### src/rtl/shadow_return_stack.sv
// ============================================================================
//  Module      : shadow_return_stack
//  Description : Hardware shadow stack that checks committed returns against
//                the link addresses pushed by committed calls.
//  Revision    : 1.0 - initial release
// ============================================================================
`default_nettype none

module shadow_return_stack #(
  parameter int DEPTH = 16,
  parameter int VLEN  = 32
) (
  input  logic                       clk_i,
  input  logic                       rst_ni,
  input  logic                       en_i,
  input  logic                       debug_mode_i,
  input  logic                       valid_i,
  input  logic                       is_call_i,
  input  logic                       is_return_i,
  input  logic [VLEN-1:0]            pc_i,
  input  logic                       is_compressed_i,
  input  logic [VLEN-1:0]            target_i,
  input  logic                       clear_i,
  output logic                       violation_o,
  output logic [VLEN-1:0]            violation_pc_o,
  output logic [VLEN-1:0]            violation_expected_o,
  output logic [$clog2(DEPTH):0]     depth_o,
  output logic                       overflow_o
);

  localparam int PW = $clog2(DEPTH);
  localparam int CW = PW + 1;
  localparam logic [CW-1:0] FULL = CW'(DEPTH);

  logic [VLEN-1:0] stack_q [DEPTH];
  logic [PW-1:0]   tp_q, tp_d;
  logic [CW-1:0]   cnt_q, cnt_d;
  logic            violation_q, violation_d;
  logic [VLEN-1:0] vpc_q, vpc_d;
  logic [VLEN-1:0] vexp_q, vexp_d;
  logic            overflow_q, overflow_d;

  logic            act, do_call, do_ret, ret_pop, viol, ovf;
  logic [PW-1:0]   tp_popped;
  logic [CW-1:0]   cnt_popped;
  logic [VLEN-1:0] top_entry, link;

  assign act       = valid_i & ~debug_mode_i;
  assign do_call   = act & is_call_i;
  assign do_ret    = act & is_return_i;
  assign top_entry = stack_q[tp_q - PW'(1)];
  assign link      = pc_i + (is_compressed_i ? VLEN'(2) : VLEN'(4));

  // Underflowing returns are silently dropped: no compare, no pop.
  assign ret_pop    = do_ret && (cnt_q != '0);
  assign viol       = ret_pop && en_i && (target_i != top_entry);
  assign tp_popped  = ret_pop ? tp_q - PW'(1) : tp_q;
  assign cnt_popped = ret_pop ? cnt_q - CW'(1) : cnt_q;
  // A call on a stack that is still full after the return part loses an entry.
  assign ovf        = do_call && (cnt_popped == FULL);

  always_comb begin
    tp_d        = tp_popped;
    cnt_d       = cnt_popped;
    violation_d = violation_q;
    vpc_d       = vpc_q;
    vexp_d      = vexp_q;
    overflow_d  = overflow_q;

    if (do_call) begin
      tp_d = tp_popped + PW'(1);
      if (cnt_popped != FULL) begin
        cnt_d = cnt_popped + CW'(1);
      end
    end

    if (viol) begin
      violation_d = 1'b1;
      if (!violation_q) begin
        vpc_d  = pc_i;
        vexp_d = top_entry;
      end
    end else if (clear_i) begin
      violation_d = 1'b0;
    end

    if (ovf) begin
      overflow_d = 1'b1;
    end else if (clear_i) begin
      overflow_d = 1'b0;
    end
  end

  always_ff @(posedge clk_i or negedge rst_ni) begin
    if (!rst_ni) begin
      tp_q        <= '0;
      cnt_q       <= '0;
      violation_q <= 1'b0;
      vpc_q       <= '0;
      vexp_q      <= '0;
      overflow_q  <= 1'b0;
    end else begin
      tp_q        <= tp_d;
      cnt_q       <= cnt_d;
      violation_q <= violation_d;
      vpc_q       <= vpc_d;
      vexp_q      <= vexp_d;
      overflow_q  <= overflow_d;
    end
  end

  // Entry contents need no reset; cnt_q alone decides which entries are live.
  always_ff @(posedge clk_i) begin
    if (do_call) begin
      stack_q[tp_popped] <= link;
    end
  end

  assign violation_o          = violation_q;
  assign violation_pc_o       = vpc_q;
  assign violation_expected_o = vexp_q;
  assign depth_o              = cnt_q;
  assign overflow_o           = overflow_q;

endmodule

`default_nettype wire

### config.mk
export PLATFORM = sky130hd
export DESIGN_NAME = shadow_return_stack
export DESIGN_NICKNAME = d
export VERILOG_FILES = /design/src/rtl/shadow_return_stack.sv
export SDC_FILE = /design/constraint.sdc
export NUM_CORES = 1
export LEC_CHECK = 0
export CAP_MARGIN = 20
export CORE_UTILIZATION = 55
export DETAILED_ROUTE_END_ITERATION = 8
export PLACE_DENSITY_LB_ADDON = 0.2
export SYNTH_ARGS = -nofsm -noshare
export SYNTH_HDL_FRONTEND = slang
export SYNTH_SLANG_ARGS = --single-unit
### constraint.sdc
create_clock -name clk_i -period 8.3 [get_ports clk_i]
set_input_delay 1.245 -clock clk_i [delete_from_list [all_inputs] [get_ports clk_i]]
set_output_delay 1.245 -clock clk_i [all_outputs]
set_load 0.005 [all_outputs]
* Word level (Yosys, flattened, before mapping) *
Memories as Yosys holds them, arrays and structs flattened.
Cells that the tools add are included.

operators by class
  reduce and logical (&&, ||, !) cells = 8
  mux-type cells = 11
  bitwise operators = 5
  equality and inequality tests = 3
  add/sub/neg operators = 5

operators with widths
  cell                                               number
  adder 32 x 3 -> 32 bit                             1
  != test 32 bit                                     1
  two-way mux 5 bit                                  3
  two-way mux 4 bit                                  2
  adder 5 x 1 -> 5 bit (second input constant)       1
  == test 5 bit (second input constant)              1
  two-way mux 1 bit                                  5
  != test 5 bit (second input constant)              1
  nonzero test 5 bit                                 1
  subtractor 5 x 1 -> 5 bit (second input constant)  1
  adder 4 x 1 -> 4 bit (second input constant)       1
  logical AND 1 bit                                  4
  nonzero test 2 bit                                 2
  subtractor 4 x 1 -> 4 bit (second input constant)  1
  bitwise AND 1 bit                                  3
  two-way mux 3 bit                                  1
  inverter 1 bit                                     2
  AND reduction 2 bit                                1

word-level totals
  memories = 1
  memory bits (writable) = 512
  output and inout port bits = 71
  logic and storage cells = 39
  flip-flop bits (word level) = 75

memory list
  memory   words  width  read ports  clocked after Yosys merged registers in  wr ports  RTL line  RTL
  stack_q  16     32     1           0                                        1         35        logic [VLEN-1:0] stack_q [DEPTH];

* Logic depth before layout (Yosys ltp) *
Gate-level depths: netlist (run 1).

  word-level depth = 8
  mapped depth = 22
  mapped depth without buffers = 11

* Least setup slack after synthesis (run 1) *
OpenSTA, ideal clock, no wires.

  path type = flip-flop to flip-flop
  from = register tp_q[0]
  to = memory stack_q[3][0], enable pin
  cell stages (with the launch flop) = 17
  setup slack = 2,923 ps
  data arrival time = 4,956 ps
  period minus slack after synthesis = 5,377 ps
  cell sequence = dfrtp_1 > buf_4 > buf_6 > buf_6 > clkinv_1 > buf_1 > buf_1 > ha_1 > buf_2 > clkinv_1 > buf_1 > clkbuf_1 > mux2i_1 > inv_1 > ha_1 > nand2_1 > nor2_1

between the ends
  cells in the longest elaborated chain, start to end = 2

RTL lines
  element                    RTL line  RTL
  from (decl)                36        logic [PW-1:0] tp_q, tp_d;
  from (signal assigned)     103       tp_q <= tp_d;
  subtractor 4 x 1 -> 4 bit  57        assign tp_popped = ret_pop ? tp_q - PW'(1) : tp_q;
  two-way mux 4 bit (*)      57
  to (decl)                  35

Mark *: on every way between the ends. The rest lies on a longest branch, timed or not.

* Worst setup path in the final report (run 1) *
  from = register tp_q[0]
  to = register vpc_q[1] (netlist: violation_pc_o[1])

between the ends
  cells in the longest elaborated chain, start to end = 5

RTL lines
  element                        RTL line  RTL
  subtractor 4 x 1 -> 4 bit      51        assign top_entry = stack_q[tp_q - PW'(1)];
  memory (16 x 32 bit)           --
  != test 32 bit                 56        assign viol = ret_pop && en_i && (target_i != top_entry);
  logical AND 1 bit              56
  AND reduction 2 bit (no line)  --
  to (signal assigned)           106       vpc_q <= vpc_d;
  to (decl)                      39        logic [VLEN-1:0] vpc_q, vpc_d;

No other way between the ends.
A chain may end at the register's enable or synchronous reset.

==> impl_metrics.tcl, run 1 <==
set metrics [dict create \
    crit_path_start_kind "register" \
    ys_warn_count 0 \
    synth-main-ff-cell "edfxtp_1" \
    netlist_area_sq_um 25600 \
    dr_wl_met3_mm 8.36 \
    met1Wirelength_mm 26.9 \
    rsz0062_at_grt "no" \
    cts_buffer_depth 3 \
    design_area_sq_um 30000 \
    crit_type "reg -> reg" \
    skew_ps 15.5 \
    num_io_pins 144 \
    worst_slew_pin_slew_ps 1040 \
    antenna_found_initial 2 \
    fin_tns_setup_ps 0 \
    grt_pass1_wl_mm 103 \
    seqCellArea_sq_um 17300 \
    dp_cells 2262 \
    drc 0 \
    crit_required_ps 8810 \
    maxSlewHeadroom_pct 30.1 \
    ant_nets 0 \
    num-fill-cells 3155 \
    cts_root_buf "clkbuf_16" \
    dr.first_iter.drc_count 2071 \
    grt_pass1_vias 15460 \
    antenna_cells 0 \
    start_util_pct 56.1 \
    clkLatencyLatePin_ps 630 \
    die_width_um 218 \
    synth_nets 1630 \
    setup_viol 0 \
    dieArea_sq_um 47400 \
    placement.io_buffers 143 \
    ys_async_sr_fraction_pct 12.8 \
    vias 15404 \
    numCtsBuffers 60 \
    end_kind "register" \
    clk_pin_slew_ps 60 \
    cts_setup_buffers 0 \
    vdd_ir_drop_max_mv 0.325 \
    leakage_nw 10.3 \
    drt_wl_total_mm 70.2 \
    cts-resized-gates 0 \
    grt_usage_pct 30.3 \
    synthCells 1545 \
    postLayoutSetupSlackWorst_ps 2490 \
    place_ws_ps 2550 \
    hold_violations 0 \
    placed_cell_area_sq_um 28000 \
    hold_buffers 0 \
    layout.cells.non_filler 2383 \
    synth_edf_count 512 \
    multiInputGateArea_sq_um 7980 \
    drv_slew 0 \
    max_cap_violations 0 \
    clock.fmax_ghz 0.172 \
    yosysUniqueCellTypes 63 \
    cts_tree "built" \
    synth_seq_cells 587 \
    post-dp-hpwl_mm 44.8 \
    h-tree-depth 2 \
    drt-pass1-iter-count 5 \
    syn_area_per_cell_sq_um 16.6 \
    grt_overflow_total 0 \
    wl_met2_mm 32.5 \
    num-nets-final 1816 \
    grt_start_max_net_pins 128 \
    wire_per_inst_um 29.4 \
    power-per-cell-area_nw_per_um2 384 \
    area_growth_pct 17.0 \
    cp_max_fo 62 \
    drive_gt1_share_pct 20.3 \
    power_mw 11.5 \
    cts_sinks 587 \
    core_sq_um 45700 \
    die_y_um 218 \
    status "finished, final reports clean" \
    vias_per_cell 6.46 \
    cp.arrival_ps 6320 \
    top_layer "met5" \
    min_path_type "reg -> reg" \
    num_rows 78 \
    fin_crit_sh_pct 70.1 \
    yosysSeqAreaShare_pct 67.3 \
    finalCriticalPeriod_ps 5810 \
    place_congestion 1.02 \
]
[per-stage QoR]
step	hold WS, ps	util, %
after global placement	476	61.2
after global routing	507	65.6
after detailed placement	478	61.3
after floorplan	479	-
after CTS	495	65.5
final	495	65.6
[cell usage after synthesis (8+ instances only)]
| cell type | n | share of area, % |
|---|---|---|
| and3_1 | 14 | 0.34 |
| a221oi_1 | 8 | 0.27 |
| inv_1 | 37 | 0.54 |
| mux2_1 | 8 | 0.35 |
| nand3_1 | 39 | 0.76 |
| nor2_1 | 65 | 0.95 |
| a22oi_1 | 8 | 0.23 |
| edfxtp_1 | 512 | 60 |
| ha_1 | 11 | 0.54 |
| buf_1 | 10 | 0.15 |
| buf_2 | 33 | 0.64 |
| xnor2_1 | 67 | 2.3 |
| mux4_2 | 112 | 9.8 |
| nand2_1 | 98 | 1.4 |
| mux2_2 | 67 | 2.9 |
| xor2_1 | 27 | 0.92 |
| a31oi_1 | 9 | 0.22 |
| buf_4 | 13 | 0.38 |
| nor4_1 | 10 | 0.24 |
| nand3b_1 | 11 | 0.32 |
| a21oi_1 | 29 | 0.57 |
| dfrtp_1 | 75 | 7.3 |
| nor3_1 | 30 | 0.59 |
| nor3b_1 | 22 | 0.64 |
| o22ai_1 | 9 | 0.22 |
| clkbuf_1 | 18 | 0.26 |
| mux2i_1 | 90 | 3.5 |
| o21ai_0 | 15 | 0.29 |
| nand4_1 | 15 | 0.37 |
[report_power, final]
group | internal (mW) | switching, mW
sequential | 3.47 | 0.172
combinational | 2.20 | 3.02
clock | 1.50 | 1.13
total | 7.17 | 4.33
[per-layer routing]
layer,vias to the layer above,GRT usage (%)
li1,6445,-
met1,7754,43.1
met2,1048,46.8
met3,155,6.18
met4,2,11.0
met5,-,0
[cell usage in the layout (no fill, tap or decap), types with 10 or more instances in the layout]
cell type          n
nand4_1           15
mux2i_1           90
nor4_1            10
mux2_2            67
mux4_2           112
clkdlybuf4s50_1  142
nor3b_1           22
nand2_1           98
clkbuf_16         62
buf_4             60
ha_1              10
nand3b_1          11
clkbuf_1          16
o21ai_0           15
nor2_4            16
inv_1             37
a21oi_1           29
nor2_1            49
and3_1            14
edfxtp_1         512
xor2_1            25
xnor2_1           62
nor3_1            30
clkinv_1          10
nand3_1           39
clkinv_2          13
dfrtp_1           74
[registers in the layout (all words and copies together), names as in the netlist]
| name | cells |
|---|---|
| stack_q | 512 |
| violation_expected_o | 32 |
| violation_pc_o | 32 |
| depth_o | 5 |
| tp_q | 4 |
| overflow_o | 1 |
| violation_o | 1 |
[layout make-up]
cell class	instances	share of cell area, %
flip-flops and latches	587	57.6
multi-input cells	838	26.6
repair buffers	205	6.37
clock buffers	82	5.56
well taps	600	2.51
clock inverters	32	0.868
inverters	39	0.488
[kinds of logic after synthesis]
family | Yosys count | share of synthesized area (%)
buffers and inverters | 120 | 2.32
XOR/XNOR | 95 | 3.28
AO/OA/AOI/OAI | 127 | 3.50
adder cells (fa/ha/maj) | 12 | 0.615
multiplexers | 277 | 16.7
AND/OR/NAND/NOR | 327 | 6.29
flip-flops | 587 | 67.3
[critical path, cell delays in order, from the launching register on]
cell and delay [ps]:
dfrtp_4 710, clkinv_1 230, ha_4 610, buf_4 740
mux4_2 460, xor2_1 170, nand2_1 100, o211ai_1 90
a2111oi_0 620, nand4_1 190, o41a_1 400, o31ai_4 240
buf_4 570, mux2_2 410
[path summary, 6_finish.rpt]
kind	startpoint	end	slack, ps	depth (start not counted)
max in group asynchronous	rst_ni	violation_expected_o[6]$_DFFE_PN0P_	6730	2
setup / recovery	tp_q[0]$_DFF_PN0_	violation_pc_o[1]$_DFFE_PN0P_	2490	13
setup reg to reg	tp_q[0]$_DFF_PN0_	violation_pc_o[1]$_DFFE_PN0P_	2490	13
hold / removal	violation_pc_o[0]$_DFFE_PN0P_	violation_pc_o[0]$_DFFE_PN0P_	490	1
hold reg to reg	violation_pc_o[0]$_DFFE_PN0P_	violation_pc_o[0]$_DFFE_PN0P_	490	1
min in group asynchronous	rst_ni	violation_pc_o[24]$_DFFE_PN0P_	590	1
Note: power is estimated with default switching activity, not from simulation.
==> run 2: changes to the inputs <==
clock period = 5.58 ns   (was 8.3 ns; I/O delays follow)
==> impl_metrics.tcl, run 2 (same netlist as run 1, synthesis figures left out) <==
set metrics [dict create \
    status "finished, final reports clean" \
    place_congestion 1.03 \
    intPower_mw 10.9 \
    grt_usage_pct 30.5 \
    num_rows 78 \
    setup_viol 0 \
    power-per-cell-area_nw_per_um2 574 \
    dieArea_sq_um 47400 \
    numCtsBuffers 58 \
    leakage_nw 10.4 \
    grt_pass1_wl_mm 102 \
    crit_type "reg -> reg" \
    clkLatencyLatePin_ps 620 \
    fin_crit_sh_pct 92.2 \
    worst_slew_pin_slew_ps 1080 \
    placement.io_buffers 143 \
    vdd_ir_drop_max_mv 0.387 \
    crit_path_start_kind "register" \
    die_width_um 218 \
    start_util_pct 56.1 \
    drive_gt1_share_pct 20.6 \
    cts_setup_buffers 0 \
    cts-resized-gates 0 \
    cp_cell_sequence "clkinv_1 -> ha_4 -> buf_12 -> mux4_2 -> mux2i_1 -> xor2_1 -> o211ai_1 -> a2111oi_0 -> nand4_1 -> o41a_1 -> o31ai_4 -> buf_12 -> mux2_2" \
    drt-pass1-iter-count 5 \
    cp.arrival_ps 5630 \
    area_growth_pct 17.8 \
    layout_common_cells "512 x edfxtp_1, 142 x clkdlybuf4s50_1, 112 x mux4_2" \
    hold_violations 0 \
    fin_tns_setup_ps 0 \
    clk_pin_slew_ps 60 \
    pwr-share-seq_pct 31.0 \
    cts_tree "built" \
    end_kind "register" \
    critical_path.max_stage_delay_ps 850 \
    netSwitchingFraction_pct 37.2 \
    maxSlewHeadroom_pct 27.4 \
    vias_per_cell 6.43 \
    largest_register_ffs 512 \
    num_io_pins 144 \
    cts_root_buf "clkbuf_16" \
    wire_per_inst_um 29.6 \
    top_register "stack_q" \
    cts_sinks 587 \
    post-dp-hpwl_mm 46.1 \
    p_comb_share_pct 46.2 \
    grt_overflow_total 0 \
    grt_start_max_net_pins 96 \
    worst_path_most_repeated_cell "buf_12" \
    cp_max_fo 76 \
    dr.first_iter.drc_count 1881 \
    grt_pass1_vias 15183 \
    max_cap_violations 0 \
    vias 15355 \
    pwr-share-clk_pct 22.8 \
    drv_slew 0 \
    die_y_um 218 \
    rsz0062_at_grt "no" \
    antenna_found_initial 0 \
    clock.fmax_ghz 0.194 \
    hold_buffers 0 \
    p_switching_mw 6.45 \
    num-fill-cells 3142 \
    layout_commonest_cell "edfxtp_1" \
    drt_wl_total_mm 70.8 \
    critPathSlowestCell "a2111oi_0" \
    crit_required_ps 6070 \
    h-tree-depth 2 \
    drc 0 \
    core_sq_um 45700 \
    min_path_type "in -> async" \
    finish.utilization_pct 66.1 \
    num-nets-final 1825 \
    cts_buffer_depth 3 \
    antenna_cells 0 \
    skew_ps 19.9 \
    finalCriticalPeriod_ps 5140 \
    ant_nets 0 \
]
[run 2: through the flow]
step	total power, mW	worst slack, ps	hold slack, ps	instance area, sq um	std cells
3_3_place_gp	13.3	761	476	28200	2270
5_1_grt	18.0	168	277	30200	2389
3_5_place_dp	13.3	575	473	28200	2274
4_1_cts	17.3	568	246	30100	2383
2_1_floorplan	10.5	203	479	25600	1545
6_report	17.3	437	243	30200	2389
[run 2: worst max-delay path: cells and delay by family, from the launching register on]
kind / cells / cell delay [ps]
buf+inv: 3 / 890
simple gates: 1 / 170
flops: 1 / 460
fa+ha+maj: 1 / 490
mux: 3 / 1000
xor+xnor: 1 / 170
compound gates: 4 / 1690
[run 2: worst paths after layout]
check                                                startpoint                                    to  slack [ps]  cells after the start
max                                           tp_q[0]$_DFF_PN0_        violation_pc_o[14]$_DFFE_PN0P_         440                     13
min                                                      rst_ni        violation_pc_o[27]$_DFFE_PN0P_         240                      1
max reg2reg                                   tp_q[0]$_DFF_PN0_        violation_pc_o[14]$_DFFE_PN0P_         440                     13
min reg2reg                violation_expected_o[25]$_DFFE_PN0P_  violation_expected_o[25]$_DFFE_PN0P_         490                      1
max in group asynchronous                                rst_ni                     tp_q[0]$_DFF_PN0_        4340                      2
min in group clk_i         violation_expected_o[25]$_DFFE_PN0P_  violation_expected_o[25]$_DFFE_PN0P_         490                      1
[run 2: layout make-up]
type,instances,area (sq um),area share (%)
clock inverter,32,363,1.20
clock buffer,77,1540,5.12
tap,600,751,2.49
timing repair buffer,216,2120,7.01
sequential,587,17300,57.2
multi-input combinational,838,8000,26.5
inverter,39,146,0.485
[run 2: routing by layer]
metal / share of wire, % / GRT usage [%] / up-vias
met5: 0 / 0 / -
met1: 39 / 43.3 / 7821
met4: 3.6 / 11.5 / 0
li1: - / - / 6436
met2: 47 / 47.8 / 956
met3: 10 / 5.13 / 142
[run 2: power by group through the flow]
stage	Combinational, mW	Clock (mW)	Sequential [mW]
floorplan	5.06	0	5.41
global placement	7.81	0	5.44
detailed placement	7.87	0	5.45
CTS	7.91	3.98	5.37
global route	8.39	4.15	5.41
finish	8.00	3.95	5.37
==> run 3: changes to the inputs <==
CORE_MARGIN = 2   (was not set)
==> impl_metrics.tcl, run 3 (same netlist as run 1, synthesis figures left out) <==
set metrics [dict create \
    worst_slew_pin_slew_ps 1050 \
    crit_path_start_kind "register" \
    drv_slew 0 \
    die_y_um 220 \
    num_rows 79 \
    num-nets-final 1825 \
    grt_pass1_vias 15190 \
    crit_buf_inv 5 \
    start_util_pct 55.4 \
    antenna_found_initial 0 \
    cp_max_fo 41 \
    num_io_pins 144 \
    num-fill-cells 3258 \
    layout_commonest_cell "edfxtp_1" \
    clk_pin_slew_ps 60 \
    grt_usage_pct 30.5 \
    numCtsBuffers 58 \
    ant_nets 0 \
    power_mw 17.3 \
    critical_path.max_stage_delay_ps 690 \
    path_depth 14 \
    die_width_um 220 \
    end_kind "register" \
    vias_per_cell 6.54 \
    placed_cell_area_sq_um 28200 \
    hold_buffers 0 \
    post-dp-hpwl_mm 46.3 \
    rsz0062_at_grt "no" \
    fin_crit_sh_pct 96.2 \
    vias 15681 \
    cts_sinks 587 \
    min_path_type "in -> async" \
    cts_buffer_depth 3 \
    dr.first_iter.drc_count 2098 \
    cts_setup_buffers 0 \
    cp_cell_sequence "clkinv_1 -> ha_4 -> buf_12 -> buf_4 -> buf_4 -> mux4_2 -> xnor2_1 -> a21oi_1 -> a2111oi_0 -> nand4_1 -> o41a_1 -> o31ai_4 -> buf_4 -> mux2_2" \
    finalCriticalPeriod_ps 5370 \
    place_congestion 0.919 \
    layout.cells.non_filler 2396 \
    wire_per_inst_um 30.1 \
    drt-pass1-iter-count 6 \
    cts_root_buf "clkbuf_16" \
    cpLargestDelayFamily "compound AO/OA/AOI/OAI gates" \
    worst_path_most_repeated_cell "buf_4" \
    clock.fmax_ghz 0.186 \
    hold_violations 0 \
    h-tree-depth 2 \
    power-per-cell-area_nw_per_um2 574 \
    fin_tns_setup_ps 0 \
    cp.arrival_ps 5860 \
    grt_pass1_wl_mm 104 \
    multiInputGateArea_sq_um 8000 \
    design_area_sq_um 30100 \
    drc 0 \
    dieArea_sq_um 48300 \
    placement.io_buffers 143 \
    layout_common_cells "512 x edfxtp_1, 142 x clkdlybuf4s50_1, 112 x mux4_2" \
    skew_ps 19.7 \
    crit_type "reg -> reg" \
    top_register "stack_q" \
    cts-resized-gates 0 \
    core_sq_um 46300 \
    crit_required_ps 6070 \
    r2r_cells 14 \
    grt_start_max_net_pins 76 \
    area_growth_pct 17.5 \
    grt_overflow_total 0 \
    critPathSlowestCell "a2111oi_0" \
    clkLatencyLatePin_ps 620 \
    drive_gt1_share_pct 20.9 \
    seqCellArea_sq_um 17300 \
    setup_viol 0 \
    drt_wl_total_mm 72.1 \
    max_cap_violations 0 \
    maxSlewHeadroom_pct 29.3 \
    vdd_ir_drop_max_mv 0.343 \
    leakage_nw 10.3 \
    dp_cells 2282 \
    status "finished, final reports clean" \
    cts_tree "built" \
    largest_register_ffs 512 \
]
-- run 3: changes by cell type in the layout (fill, tap and decap cells not counted), moves of 2 or more --
cell	delta
clkinv_1	-4
diode_2	+2
buf_4	+5
bufinv_16	-6
clkbuf_8	+10
clkbuf_1	-3
buf_12	-4
-- run 3: routing by layer --
| metal | wire length (um) | global-route usage, % | vias to the layer above |
|---|---|---|---|
| met4 | 2910 | 12.4 | 0 |
| met3 | 8190 | 6.89 | 180 |
| met2 | 32900 | 46.3 | 1066 |
| met1 | 28100 | 43.1 | 7979 |
| met5 | 0 | 0 | - |
| li1 | - | - | 6456 |
-- run 3: power by group --
group | switching [mW] | internal (mW) | total (mW) | leakage, nW
Combinational | 4.66 | 3.44 | 8.11 | 3.92
Sequential | 0.215 | 5.16 | 5.37 | 5.51
Clock | 1.62 | 2.19 | 3.81 | 0.922
Total | 6.50 | 10.8 | 17.3 | 10.3
-- run 3: final cells by class --
| cell class | instances | share of cell area (%) |
|---|---|---|
| Sequential cell | 587 | 57.3 |
| Multi-Input combinational cell | 838 | 26.6 |
| Timing Repair Buffer | 216 | 6.92 |
| Clock buffer | 85 | 5.63 |
| Tap cell | 607 | 2.52 |
| Clock inverter | 22 | 0.549 |
| Inverter | 39 | 0.486 |
| Antenna cell | 2 | 0.0166 |
-- run 3: path summary, 6_finish.rpt --
check                                                    start                                    to  slack [ps]
setup reg to reg                             tp_q[0]$_DFF_PN0_        violation_pc_o[24]$_DFFE_PN0P_         210
max in group asynchronous                               rst_ni        violation_pc_o[30]$_DFFE_PN0P_        4740
setup / recovery                             tp_q[0]$_DFF_PN0_        violation_pc_o[24]$_DFFE_PN0P_         210
hold reg to reg            violation_expected_o[3]$_DFFE_PN0P_   violation_expected_o[3]$_DFFE_PN0P_         490
min in group clk_i         violation_expected_o[3]$_DFFE_PN0P_   violation_expected_o[3]$_DFFE_PN0P_         490
hold / removal                                          rst_ni  violation_expected_o[15]$_DFFE_PN0P_         190
-- run 3: metrics by stage --
| stage | worst slack [ps] | hold slack, ps | util, % |
|---|---|---|---|
| 2_1_floorplan | 203 | 479 | - |
| 3_3_place_gp | 444 | 476 | 60.9 |
| 3_5_place_dp | 400 | 474 | 60.9 |
| 4_1_cts | 286 | 443 | 64.9 |
| 5_1_grt | 45.8 | 219 | 65.1 |
| 6_report | 214 | 194 | 65.1 |
==> RTL edit 1: new RTL, flow settings as in run 3 <==
The parameter `DEPTH` goes from 16 to 32.
--- a/src/rtl/shadow_return_stack.sv
+++ b/src/rtl/shadow_return_stack.sv
@@ -8,5 +8,5 @@
 
 module shadow_return_stack #(
-  parameter int DEPTH = 16,
+  parameter int DEPTH = 32,
   parameter int VLEN  = 32
 ) (
Ports: changed (resized depth_o); port bits go from 144 to 145. The function was not compared with the original's and may differ.
==> RTL edit 1 against run 3 <==
  * Design area is 70% higher
  * First-iteration DRC count is 54% higher
  * Maximum frequency up 3.3%
  * Global-route usage decreased by 2.0 points
  * Total power up 59%
  * Clock power rose by 86%
  * Hold slack gained 0.093 ns
  * Critical path depth decreased by 1
  * Routed wire length grew 59%
  * Critical path type unchanged
  * Sequential cell count rose by 514
  * Worst setup slack gained 0.17 ns
  * Synthesized area up 71%
==> RTL edit 1: results (changes against run 3) <==
Outcome: complete, no violations
Drt pass-1 iters: 5 (-1)
Commonest cells post-synth: edfxtp_1, mux4_2, nand2_1, mux2i_1, dfrtp_1
Share of cells above drive strength 1: 24.87% (+3.9 points)
Post-Synth XOR/XNOR Area: 1.538% (-1.7 points)
Clock buffer count from CTS: 106 (+83%)
Async S/R FF share, synth: 6.994% (-5.8 points)
Placement Cell Area: 0.04775 mm² (+69%)
Crit-path max FO: 52 (+27%)
Post-synthesis cell type count: 57 (-9.5%)
Metal3 WL: 12,160 µm (+49%)
GPL Wtd Cong: 0.8089 (-12%)
Clock latency on the worst-skew pair: 0.66 ns (+0.04 ns)
Post-synth EDFFs: 1,024 (+100%)
Peak supply drop: 0.4287 mV (+25%)
Sequential share of the synthesized area: 74.54% (+7.2 points)
Area Overhead vs Synth: 16.81%
Dpl ws: 0.5286 ns (+0.1283 ns)
Cell family with most CP delay: compound AO/OA/AOI/OAI gates
Clock Skews: 0.01740 ns (-0.002301 ns)
Synth area leaders: edfxtp_1, mux4_2, dfrtp_1, mux2i_1, nand2_1
Largest net degree at the start of global routing: 110 (+45%)
Met2 Wirelength: 54,300 µm (+65%)
Vias in the first global route: 23,300 (+53%)
Last element of the critical path: violation_pc_o[7]$_DFFE_PN0P_
Initial drt markers: 3,231 (+54%)
Number of flip-flops in the largest register: 1,024 (+100%)
# H-tree levels: 3 (+1)
Multiplexer area fraction after synthesis: 16.68% (+0.021 points)
Avg Vias per Cell: 6.453 (-1.4%)
Layout filler cell count: 5,134 (+58%)
Compound-Gate Fraction of Synth Area: 1.932% (-1.6 points)
Antenna fix cells: 0 (-2)
Largest stage delay, worst path: 0.80 ns (+0.11 ns)
PortBufs: 144 (+0.70%)
Final Net Count: 2,544 (+39%)
R2R Setup Slk: 0.39 ns (+0.17 ns)
Metal-1 WL: 44,680 µm (+59%)
Top sig layer: met4
WP data arrival: 5.73 ns (-0.13 ns)
R2R depth: 13 (-1)
Minimum clock period: 5.194 ns (-0.1719 ns)
Syn_nets: 2,288 (+40%)
Pleak: 16.92 nW (+64%)
CP startpoint: tp_q[0]$_DFF_PN0_
Worst-path clk slew: 0.06 ns (about the same)
Total GRT Usage: 28.47% (-2.0 points)
Measured slew at the worst slew-check pin: 1.089 ns (+0.03611 ns)
Slowest cell on crit path: a211oi_4
Post-DP HPWL: 66,830 µm (+44%)
Synth Area in Adders: 0.3596% (-0.26 points)
Routed len/inst: 31.86 µm (+5.8%)
First-pass GRT wire length: 165,600 µm (+60%)
Hold WS: 0.2872 ns (+0.09340 ns)
-- RTL edit 1: per-layer routing --
metal / track usage, % / vias up
li1: - / 9373
met1: 41.43 / 12280
met2: 44.35 / 1368
met3: 5.334 / 203
met4: 9.228 / 0
met5: 0 / -
-- RTL edit 1: cell type report --
cell class	instances	area share, %
sequential	1101	63.82
multi-input combinational	945	21.55
clock buffer	153	5.884
timing repair buffer	260	5.043
tap	1050	2.566
clock inverter	45	0.8039
inverter	45	0.3299
-- RTL edit 1: power breakdown --
group          total, mW  switching [mW]  internal (mW)  leakage [nW]
Combinational       10.6            6.06           4.52          5.16
Clock               7.07            3.00           4.07          1.66
Sequential          9.78           0.351           9.43          10.1
-- RTL edit 1: per-stage QoR --
stage               power (mW)  instances
floorplan                16.54       2203
global placement         20.35       3398
detailed placement       20.43       3399
CTS                      27.48       3597
global route             28.45       3599
finish                   27.44       3599
==> RTL edit 2: new RTL, settings of run 3 <==
Made on the original files. Take the reset off `tp_q` and load it in a clocked block of its own.
--- a/src/rtl/shadow_return_stack.sv
+++ b/src/rtl/shadow_return_stack.sv
@@ -94,5 +94,4 @@
   always_ff @(posedge clk_i or negedge rst_ni) begin
     if (!rst_ni) begin
-      tp_q        <= '0;
       cnt_q       <= '0;
       violation_q <= 1'b0;
@@ -101,5 +100,4 @@
       overflow_q  <= 1'b0;
     end else begin
-      tp_q        <= tp_d;
       cnt_q       <= cnt_d;
       violation_q <= violation_d;
@@ -108,4 +106,8 @@
       overflow_q  <= overflow_d;
     end
+  end
+
+  always_ff @(posedge clk_i) begin
+    tp_q <= tp_d;
   end
 
Formal check against the unedited RTL: same outputs for any inputs over 4 cycles, from zero or initial values and one cycle with rst_ni low; that may be too few to reach the edited logic, so the function may still have changed.
==> RTL edit 2 against run 3 <==
  * Total power is 0.36% lower
  * Worst setup slack worse by 0.092 ns
  * Non-clock buffer count is 3 higher
  * Synthesized area hardly changed
  * Maximum frequency is 1.7% lower
  * Sequential cell count stayed put
  * Design area is 0.10% lower
  * Routed wire length is 1.5% lower
  * Clock skew hardly changed
==> RTL edit 2: results (changes against run 3) <==
Clock buffer count from CTS: 59 (+1.7%)
Finished Layout Cells: 2,402 (+0.25%)
Outcome: complete, no violations
Metal3 WL: 7150 µm (-13%)
Largest net degree at the start of global routing: 92 (+21%)
Antenna violations before repair: 2 (+2)
Non-clk buf share: 6.922% (about the same)
CLK BUF: 80 (-5.9%)
Post-Synth XOR/XNOR Area: 3.280% (about the same)
Initial drt markers: 1,984 (-5.4%)
Max clock buf depth: 3 (unchanged)
Dpl ws: 0.4347 ns (+0.03448 ns)
Async S/R FF share, synth: 12.10% (-0.68 points)
Antenna fix cells: 1 (-1)
Share of cells above drive strength 1: 20.79% (-0.14 points)
Clock Skews: 0.01944 ns (-0.0002641 ns)
Compound-Gate Fraction of Synth Area: 3.505% (about the same)
Layout filler cell count: 3,293 (+1.1%)
Detailed Route WL: 71,080 µm (-1.5%)
Largest stage delay, worst path: 0.92 ns (+0.23 ns)
Sequential share of the synthesized area: 67.32% (about the same)
Post-synthesis cell type count: 64 (+1.6%)
Top reg by flops: stack_q
Avg Vias per Cell: 6.386 (-2.4%)
Commonest cells post-synth: edfxtp_1, mux4_2, nand2_1, mux2i_1, dfrtp_1
Synth area leaders: edfxtp_1, mux4_2, dfrtp_1, mux2i_1, mux2_2
GPL Wtd Cong: 0.9104 (-0.98%)
Metal-1 WL: 28,040 µm (-0.37%)
Synthesized area per cell: 16.57 µm² (about the same)
Placement Cell Area: 0.02813 mm² (-0.20%)
Synth Area in Adders: 0.6159% (about the same)
Met2 Wirelength: 33,240 µm (+1.0%)
Multi-input gate share of the layout cell area: 26.49% (-0.076 points)
Fin util: 65.02% (-0.068 points)
Non-clk bufs: 219 (+1.4%)
Post-DP HPWL: 46,480 µm (+0.30%)
Post-synth EDFFs: 512 (unchanged)
Register Area: 0.01724 mm² (-0.12%)
Clock-cell share of area: 6.269% (+0.090 points)
Multiplexer area fraction after synthesis: 16.67% (about the same)
First-pass GRT wire length: 102,000 µm (-1.6%)
Vias in the first global route: 15,120 (-0.49%)
-- RTL edit 2: changes by cell type in the layout (fill, tap and decap cells not counted), moves of 3 or more --
cell               run 3  this run
dfxtp_1                0         3
clkinv_1               5         9
dfrtp_1               74        71
clkinvlp_4             2         5
xnor2_1               61        64
clkbuf_8              10         6
xnor2_2                6         3
buf_4                 66        71
-- RTL edit 2: final timing paths --
kind                                                startpoint  slack, ns                                  end  depth (start not counted)
max in group asynchronous                               rst_ni       4.43        violation_pc_o[7]$_DFFE_PN0P_                          2
setup / recovery                               tp_q[0]$_DFF_P_       0.12        violation_pc_o[9]$_DFFE_PN0P_                         13
hold reg to reg            violation_expected_o[3]$_DFFE_PN0P_       0.49  violation_expected_o[3]$_DFFE_PN0P_                          1
min in group clk_i         violation_expected_o[3]$_DFFE_PN0P_       0.49  violation_expected_o[3]$_DFFE_PN0P_                          1
setup reg to reg                               tp_q[0]$_DFF_P_       0.12        violation_pc_o[9]$_DFFE_PN0P_                         13
hold / removal                                          rst_ni       0.16  violation_expected_o[1]$_DFFE_PN0P_                          1
-- RTL edit 2: report_power, final --
group          internal, mW  switching, mW
combinational          3.36           4.62
sequential             5.16          0.226
clock                  2.21           1.65
total                  10.7           6.50
-- RTL edit 2: worst register-to-register path, stage by stage, from the launching register on --
cell and delay, ns:
dfxtp_4 0.46, clkinv_1 0.16, ha_4 0.34, buf_12 0.36
mux4_2 0.58, mux2i_1 0.28, xor2_1 0.29, o211ai_1 0.20
a2111oi_0 0.92, nand4_1 0.20, o41a_1 0.45, o31ai_4 0.32
buf_12 0.31, mux2_2 0.47
-- RTL edit 2: per-layer routing --
layer	track usage [%]	up-vias
li1	-	6454
met1	42.14	7773
met2	46.73	961
met3	6.128	152
met4	11.16	0
met5	0	-
